## src/rtl/genius_pkg.sv

```systemverilog
// Shared types and helpers for the Genius (Simon) game controller.
package genius_pkg;

  typedef enum logic [1:0] {
    GREEN  = 2'd0,
    RED    = 2'd1,
    BLUE   = 2'd2,
    YELLOW = 2'd3
  } color_t;

  typedef enum logic [2:0] {
    IDLE,
    ADD,
    SHOW_ON,
    SHOW_OFF,
    WAIT_IN,
    WIN,
    LOSE
  } state_t;

  localparam logic [15:0] LFSR_SEED = 16'hACE1;

  // Colour code to LED/button bit position.
  function automatic logic [3:0] onehot(input color_t c);
    logic [3:0] v;
    case (c)
      GREEN:   v = 4'b0001;
      RED:     v = 4'b0010;
      BLUE:    v = 4'b0100;
      default: v = 4'b1000;
    endcase
    return v;
  endfunction

endpackage

```

## src/rtl/genius_lfsr.sv

```systemverilog
// Free-running 16-bit Fibonacci LFSR (taps 16,14,13,11) used as the colour source.
module genius_lfsr
  import genius_pkg::*;
(
  input  logic        clk,
  input  logic        rst_n,
  output logic [15:0] out
);

  logic feedback;

  assign feedback = out[0] ^ out[2] ^ out[3] ^ out[5];

  always_ff @(posedge clk or negedge rst_n) begin
    if (!rst_n) out <= LFSR_SEED;
    else        out <= {feedback, out[15:1]};
  end

endmodule

```

## src/rtl/genius_game_controller.sv

```systemverilog
// Genius/Simon sequencer: grows a random colour sequence, plays it back on the
// LEDs, checks the player's replay and reports level, win and lose.
module genius_game_controller
  import genius_pkg::*;
#(
  parameter int unsigned MAX_LEN        = 16,
  parameter int unsigned LED_ON_CYCLES  = 25_000_000,
  parameter int unsigned LED_OFF_CYCLES = 12_500_000,
  parameter int unsigned TIMEOUT_CYCLES = 250_000_000
) (
  input  logic       clk,
  input  logic       rst_n,
  input  logic       start,
  input  logic [3:0] btn_edge,
  output logic [3:0] led,
  output logic [5:0] level,
  output logic       busy,
  output logic       win,
  output logic       lose
);

  localparam int unsigned SHOW_MAX = (LED_ON_CYCLES > LED_OFF_CYCLES) ? LED_ON_CYCLES : LED_OFF_CYCLES;
  localparam int unsigned CNT_MAX  = (SHOW_MAX > TIMEOUT_CYCLES) ? SHOW_MAX : TIMEOUT_CYCLES;
  localparam int unsigned CW       = $clog2(CNT_MAX);
  localparam int unsigned IW       = $clog2(MAX_LEN);

  localparam logic [CW-1:0] ON_LAST   = CW'(LED_ON_CYCLES - 1);
  localparam logic [CW-1:0] OFF_LAST  = CW'(LED_OFF_CYCLES - 1);
  localparam logic [CW-1:0] TO_LAST   = CW'(TIMEOUT_CYCLES - 1);
  localparam logic [5:0]    MAX_LEN_V = 6'(MAX_LEN);

  state_t          state, state_d;
  logic [5:0]      len, len_d;
  logic [5:0]      idx, idx_d;
  logic [CW-1:0]   cnt, cnt_d;
  logic [3:0]      led_d;
  logic            busy_d, win_d, lose_d;
  logic            seq_we;
  color_t          seq [MAX_LEN];
  color_t          new_color, exp_color, show_color;
  logic [15:0]     lfsr;
  logic            unused_lfsr;

  genius_lfsr u_lfsr (
    .clk   (clk),
    .rst_n (rst_n),
    .out   (lfsr)
  );

  assign new_color   = color_t'(lfsr[1:0]);
  assign unused_lfsr = ^lfsr[15:2];

  always_ff @(posedge clk or negedge rst_n) begin
    if (!rst_n) begin
      state <= IDLE;
      len   <= '0;
      idx   <= '0;
      cnt   <= '0;
      led   <= '0;
      level <= '0;
      busy  <= 1'b0;
      win   <= 1'b0;
      lose  <= 1'b0;
    end else begin
      state <= state_d;
      len   <= len_d;
      idx   <= idx_d;
      cnt   <= cnt_d;
      led   <= led_d;
      level <= len_d;
      busy  <= busy_d;
      win   <= win_d;
      lose  <= lose_d;
    end
  end

  // Sequence memory is not reset; only entries below len are ever read.
  always_ff @(posedge clk) begin
    if (seq_we) seq[len[IW-1:0]] <= new_color;
  end

  always_comb begin
    state_d   = state;
    len_d     = len;
    idx_d     = idx;
    cnt_d     = cnt;
    seq_we    = 1'b0;
    exp_color = seq[idx[IW-1:0]];

    case (state)
      IDLE, WIN, LOSE: begin
        if (start) begin
          len_d   = '0;
          state_d = ADD;
        end
      end
      ADD: begin
        seq_we  = 1'b1;
        len_d   = len + 6'd1;
        idx_d   = '0;
        cnt_d   = '0;
        state_d = SHOW_ON;
      end
      SHOW_ON: begin
        if (cnt == ON_LAST) begin
          cnt_d   = '0;
          state_d = SHOW_OFF;
        end else begin
          cnt_d = cnt + CW'(1);
        end
      end
      SHOW_OFF: begin
        if (cnt == OFF_LAST) begin
          cnt_d = '0;
          if (idx == len - 6'd1) begin
            idx_d   = '0;
            state_d = WAIT_IN;
          end else begin
            idx_d   = idx + 6'd1;
            state_d = SHOW_ON;
          end
        end else begin
          cnt_d = cnt + CW'(1);
        end
      end
      WAIT_IN: begin
        // A press in the timeout's last cycle takes precedence over the timeout.
        if (btn_edge != 4'b0000) begin
          if (btn_edge == onehot(exp_color)) begin
            if (idx == len - 6'd1) begin
              state_d = (len == MAX_LEN_V) ? WIN : ADD;
            end else begin
              idx_d = idx + 6'd1;
              cnt_d = '0;
            end
          end else begin
            state_d = LOSE;
          end
        end else if (cnt == TO_LAST) begin
          state_d = LOSE;
        end else begin
          cnt_d = cnt + CW'(1);
        end
      end
      default: state_d = IDLE;
    endcase

    // First colour of a new game is being written this cycle, so bypass memory.
    show_color = (state == ADD && len == 6'd0) ? new_color : seq[idx_d[IW-1:0]];

    led_d = 4'b0000;
    if (state_d == SHOW_ON)  led_d = onehot(show_color);
    else if (state_d == WIN) led_d = 4'b1111;

    busy_d = !(state_d inside {IDLE, WIN, LOSE});
    win_d  = (state_d == WIN);
    lose_d = (state_d == LOSE);
  end

endmodule

```

## config.mk

```make
export PLATFORM = sky130hd
export DESIGN_NAME = genius_game_controller
export DESIGN_NICKNAME = d
export VERILOG_FILES = /design/src/rtl/genius_pkg.sv /design/src/rtl/genius_lfsr.sv /design/src/rtl/genius_game_controller.sv
export SDC_FILE = /design/constraint.sdc
export NUM_CORES = 1
export LEC_CHECK = 0
export BUFFER_PORTS_ARGS = -buffer_cell sky130_fd_sc_hd__buf_2
export CORE_UTILIZATION = 25
export DETAILED_ROUTE_END_ITERATION = 12
export PLACE_DENSITY = 0.35
export SLEW_MARGIN = 25
export SYNTH_ARGS = -nofsm -noshare
export SYNTH_HDL_FRONTEND = slang
export SYNTH_SLANG_ARGS = --single-unit
```

## constraint.sdc

```tcl
create_clock -name clk -period 5.45 [get_ports clk]
set_input_delay 0.545 -clock clk [delete_from_list [all_inputs] [get_ports clk]]
set_output_delay 0.545 -clock clk [all_outputs]
set_load 0.005 [all_outputs]
```

# After elaboration in Yosys (flattened, before gate mapping)
# Memories as Yosys holds them, arrays and structs flattened.
# Index checks and enable logic that the tools add are counted.
word_totals:
  inputBits: 7
  mem_count: 1
  ff_bits: 66
  out_inout_bits: 13
  word_cells: 96
  mem_bits_rw: 32
classes:
  add_sub_neg: 4
  mux: 35
  n_reduce_logical: 16
  eq_ne: 27
  bitwise_logic: 3
memory_table:
  columns: ["memory", "depth", "width", "read_ports", "rd_ports_with_merged_regs", "wr", "line", "source"]
  rows:
  - ["seq", 16, 2, 2, 0, 1, "genius_game_controller.sv:39", "color_t seq [MAX_LEN];"]
op_table:
  columns: ["operator", "n"]
  rows:
  - ["$mux W28", 6]
  - ["$pmux W28 S4", 1]
  - ["$mux W6", 6]
  - ["$add A28 B1 Y28 const B", 1]
  - ["$eq A28 B24 Y1 const B", 1]
  - ["$eq A28 B25 Y1 const B", 1]
  - ["$eq A28 B28 Y1 const B", 1]
  - ["$mux W3", 9]
  - ["$pmux W4 S3", 2]
  - ["$pmux W6 S3", 1]
  - ["$mux W4", 4]
  - ["$eq A3 B3 Y1 const B", 5]
  - ["$pmux W3 S5", 1]
  - ["$add A6 B1 Y6 const B", 2]
  - ["$pmux W6 S2", 1]
  - ["$ne A2 B2 Y1 const B", 5]
  - ["$eq A3 B2 Y1 const B", 3]
  - ["$ne A3 B3 Y1 const B", 3]
  - ["$reduce_bool A4 Y1", 2]
  - ["$eq A6 B5 Y1 const B", 1]
  - ["$eq A6 B6 Y1", 1]
  - ["$logic_not A3 Y1", 2]
  - ["$logic_not A6 Y1", 1]
  - ["$reduce_bool A3 Y1", 2]
  - ["16 further kinds", 23]

# Logic depth before layout (Yosys ltp)
# An unclocked memory read counts as a cell.
logic_depth:
  word_depth: 14
  mapped_depth: 21
  ltp_nobuf: 18

# By module
# Synthesis repeated with hierarchy kept, for this count alone.
unflattened:
  cells_unflattened: 540
  area_unflattened_um2: 5531.6
by_module_without_submodules:
  columns: ["mod", "instances", "area_each_um2", "cells_per_inst"]
  rows:
  - ["genius_game_controller", 1, 5094.9, 521]
  - ["genius_lfsr", 1, 436.7, 19]

# Worst setup path after synthesis
# Ideal clock, no wire load.
synth_timing:
  path_type: "reg2reg"
  start: "reg len[0]"
  end: "reg led[2]"
  slack_ns: 1.933
  setup_time_ns: 0.118
  path_stages_with_launch: 21
  synth_period_minus_slack_ns: 3.517
  arrival_ns: 3.398
  required_ns: 5.332
  path_buffers: 3
  path_cell_list: "dfrtp_1 buf_2 inv_1 ha_1 xnor2_1 a2111oi_2 and2_1 buf_4 inv_2 ha_1 nand3_1 o21ai_0 a211oi_1 or2_1 buf_4 inv_2 a2111oi_0 nand4bb_1 a221oi_2 and2_1 a21o_1"
synth_between:
  elab_chain_len: 11
synth_rtl:
  columns: ["item", "line", "source"]
  rows:
  - ["start: declaration", "genius_game_controller.sv:33", "logic [5:0] len, len_d;"]
  - ["start signal: assignment", "genius_game_controller.sv:66", "len <= len_d;"]
  - ["$sub A6 B1 Y6 (*)", "genius_game_controller.sv:115, genius_game_controller.sv:130", null]
  - ["$eq A6 B6 Y1 (*)", "genius_game_controller.sv:115, genius_game_controller.sv:130", null]
  - ["$mux W6", "genius_game_controller.sv:130", "if (idx == len - 6'd1) begin"]
  - ["$mux W6", "genius_game_controller.sv:129", "if (btn_edge == onehot(exp_color)) begin"]
  - ["$mux W6", "genius_game_controller.sv:128", "if (btn_edge != 4'b0000) begin"]
  - ["$pmux W6 S3 (*)", "genius_game_controller.sv:90", "case (state)"]
  - ["net idx_d[0]", "genius_game_controller.sv:34", "logic [5:0] idx, idx_d;"]
  - ["$mem_v2 Z16 W2 (*)", null, null]
  - ["$mux W2 (*)", "genius_game_controller.sv:149", "show_color = (state == ADD && len == 6'd0) ? new_color : seq[idx_d[IW-1:0]];"]
  - ["$eq A2 B2 Y1, or another cell as far along", "genius_pkg.sv:26", "case (c)"]
  - ["$pmux W4 S3 (*)", "genius_pkg.sv:26", null]
  - ["$mux W4 (*)", "genius_game_controller.sv:152", "if (state_d == SHOW_ON) led_d = onehot(show_color);"]
  - ["net led_d[2]", "genius_game_controller.sv:36", "logic [3:0] led_d;"]
  - ["end signal: assignment", "genius_game_controller.sv:69", "led <= led_d;"]
  - ["end: declaration", "genius_game_controller.sv:15", "output logic [3:0] led,"]
# Mark *: on every way through the listed nets, which the timed path passes. The rest lies on a longest branch. The select of a mux whose other input is x is not followed.
# A chain may end at the register's enable or synchronous reset.

# Worst setup path after layout
layout_timing:
  start: "reg len[0]"
  end: "reg led[3]"
# The elaborated chain is that of the path after synthesis.

==> metrics.md <==
| Metric | Value |
|---|---|
| Outcome | `complete, no violations` |
| Layout area overhead | `10.79%` |
| F_max | `224.9 MHz` |
| Die footprint | `0.02287 mm2` |
| Ratio of cells with drive above 1 in the final layout | `14.46%` |
| Distinct cells, synth | `79` |
| Die W | `151.2 um` |
| Post-synthesis register bit count | `98` |
| Worst-Margin Slew | `974.2 ps` |
| GP Congestion | `0.8395` |
| Placement row count | `54` |
| Global route total overflow | `0` |
| Largest cells by area after synthesis | `dfrtp_1 26%, edfxtp_1 17%, nor2_1 4.8%` |
| Final Core Density | `28.26%` |
| Ys flop type | `dfrtp_1` |
| Mapped cell area | `0.005567 mm2` |
| Setup Skew | `10.87 ps` |
| H-tree depth | `3` |
| Initial antenna violation count | `0` |
| Clk_lat worst skew | `360 ps` |
| Mapped Cells | `546` |
| Top Ports | `20` |
| Clk slew on worst S/H paths | `80 ps` |
| CTS Sinks | `98` |
| Asr flop ratio synth | `67.35%` |
| Setup crit start | `len[0]` |
| GRT Resource Usage Total | `14.37%` |
| Worst R2R Setup Slack | `1000 ps` |
| Worst EP required | `5700 ps` |
| Commonest non-fill, non-tap cell in the layout | `nor2_1` |
| Core ar. | `0.02182 mm2` |
| Cell Chain, Critical Path | `inv_1 -> ha_1 -> nand2b_1 -> o211a_1 -> o31ai_1 -> and2_1 -> inv_2 -> ha_1 -> nand3_1 -> o21ai_0 -> a211oi_1 -> or2_1 -> inv_2 -> a2111oi_0 -> nand4bb_1 -> a221oi_2 -> and2_1 -> a21o_1` |
| Setup TNS | `0 ps` |
| Number of synthesized flops with an enable pin | `32` |
| Pin count of the biggest net entering global routing | `67` |
| Die Span Y | `151.2 um` |
| Hold-fix buffers, CTS | `0` |
| Total Wirelength | `15510 um` |
| Port bufs | `19` |
| WHS | `351.2 ps` |
| Final period util | `81.57%` |
| Post-CTS Resized | `0` |
| Synth warn | `0` |
| Vias in the first global route | `4206` |
| Worst flop-to-flop path endpoint | `led[3]` |
| Syn_area_per_cell | `10.20 um2` |
| Min-delay worst type | `flop to flop` |
| FF-to-FF Start | `len[0]` |
| Leakage power total | `2.347 nW` |
| Sequential-to-total area share from yosys stat | `47.11%` |
| Final nets | `570` |
| Peak supply drop | `0.1308 mV` |
| Crit path max fanout | `11` |
| Delay of the slowest critical-path stage | `600 ps` |
| CP endpoint | `led[3]` |
| Root Buffer Master | `clkbuf_16` |
| Final Max Slew Viols | `0` |
| Cell taking the most area after synthesis | `dfrtp_1` |
| Initial DRC count | `249` |
| Setup crit start kind | `flop` |
| Commonest cells after routing, fill and taps aside | `71 x nor2_1, 58 x dfrtp_1, 43 x nand2_1` |
| Final Setup Violations | `0` |
| CTS tree | `done` |
| Crit Path Category | `flop to flop` |
| Hold Fails Final Rpt | `0` |
| Routed Antenna Nets | `0` |
| Total CTS buffers | `9` |
| Worst EP arrival | `4700 ps` |
| FF-to-FF path depth | `18` |
| PwrDens | `228.9 mW/mm2` |
| Diode count | `0` |
| Via density | `4.940` |
| Final HPWL DP | `11270 um` |
| Maxcap violations | `0` |
| Global-route wire length before repair | `24340 um` |
| RSZ-0062 raised after global routing | `false` |
| Residual DRC count | `0` |
| Tmin final | `4446 ps` |
| DR vias | `4150` |
| CP max stage cell | `dfrtp_1` |
| Worst Setup End Kind | `flop` |
| Drt wl/cell | `18.47 um` |
| First drt pass iteration count | `4` |
| Top cell type's share of synthesized area | `26.07%` |
| Initial core utilization | `25.51%` |
| Post-CTS setup buffers | `0` |
| Clock Path Buffers | `2` |
| Rel. slew slack | `35.06%` |
| Syn_nets | `561` |
==> Yosys cell counts, drive strengths merged (3+ instances only) <==
cell,count
nor2,73
dfrtp,58
nand2,43
edfxtp,32
o21ai,31
nand3,24
a21oi,21
mux2i,20
xor2,19
nand2b,17
inv,16
nand4,14
clkbuf,13
xnor2,12
buf,11
mux2,10
nor2b,10
nor3,10
nor4,9
dfstp,8
ha,8
and2,7
a211oi,5
and3,5
or3,5
a2111oi,4
a21boi,4
and4,4
mux4,4
o22ai,4
o31ai,4
or2,4
o211a,3
o211ai,3
==> how the worst min path moves through the flow <==
stage / start / to / slack (ps) / cells past startpoint
after detailed placement: u_lfsr.out[12] / u_lfsr.out[11] / 340 / 0
after floorplan: rst_n / busy / 250 / 0
after global routing: u_lfsr.out[8] / u_lfsr.out[7] / 360 / 0
after CTS: u_lfsr.out[12] / u_lfsr.out[11] / 350 / 0
final: u_lfsr.out[4] / u_lfsr.out[3] / 350 / 0
after global placement: u_lfsr.out[4] / u_lfsr.out[3] / 330 / 0
==> layout make-up <==
cell class                      count  area [um2]
Inverter                           16       60.06
Timing Repair Buffer               22       117.6
Sequential cell                    98        2623
Clock inverter                      6       46.29
Tap cell                          280       350.3
Clock buffer                       10       229.0
Fill cell                        2272       15660
Multi-Input combinational cell    408        2741
==> critical path, delay by kind of cell, from the launching register on <==
family,cells,cell delay [ps]
AO/OA/AOI/OAI,7,1440
flip-flops,1,600
buffers and inverters,3,450
AND/OR/NAND/NOR,6,1380
adder cells (fa/ha/maj),2,480
==> layer usage <==
| layer | global-route usage, % | vias to the layer above | part of all wire, % |
|---|---|---|---|
| met1 | 17.98 | 2084 | 46 |
| met2 | 24.18 | 62 | 50 |
| met4 | 4.750 | 0 | 1.7 |
| li1 | - | 1992 | - |
| met5 | 0 | - | 0 |
| met3 | 3.313 | 12 | 3.1 |
==> kinds of logic (layout without fill, tap and decap cells) <==
logic type	count (synthesis)	after routing	share of synthesized area [%]
adders and majority gates	8	8	1.798
DFF	98	98	47.11
xor gates and xnor gates	31	31	4.877
muxes	34	34	7.440
and+or+nand+nor	236	236	22.07
buffers and inverters	40	54	3.641
AOI/OAI and AO/OA	99	99	13.06
==> state kept, by name (all words and copies together), names as in the netlist, 3 cells and up <==
signal / cells
len: 6
led: 4
state: 3
idx: 6
cnt: 28
u_lfsr.out: 16
seq: 32
==> stage by stage <==
stage	area (um2)	std cells	setup slack (ps)	power (mW)
4_1_cts	6167	840	995.9	1.446
6_report	6167	840	1004	1.412
3_3_place_gp	5892	824	985.3	0.8114
3_5_place_dp	5892	824	1002	0.8117
2_1_floorplan	5567	546	1934	0.7894
5_1_grt	6167	840	569.5	1.469
==> power by group <==
part / total (mW) / switching [mW] / internal (mW)
registers: 0.762 / 0.00441 / 0.757
logic: 0.0334 / 0.0237 / 0.00972
clock network: 0.617 / 0.301 / 0.316
total: 1.41 / 0.329 / 1.08
(Power assumes the default switching activity.)
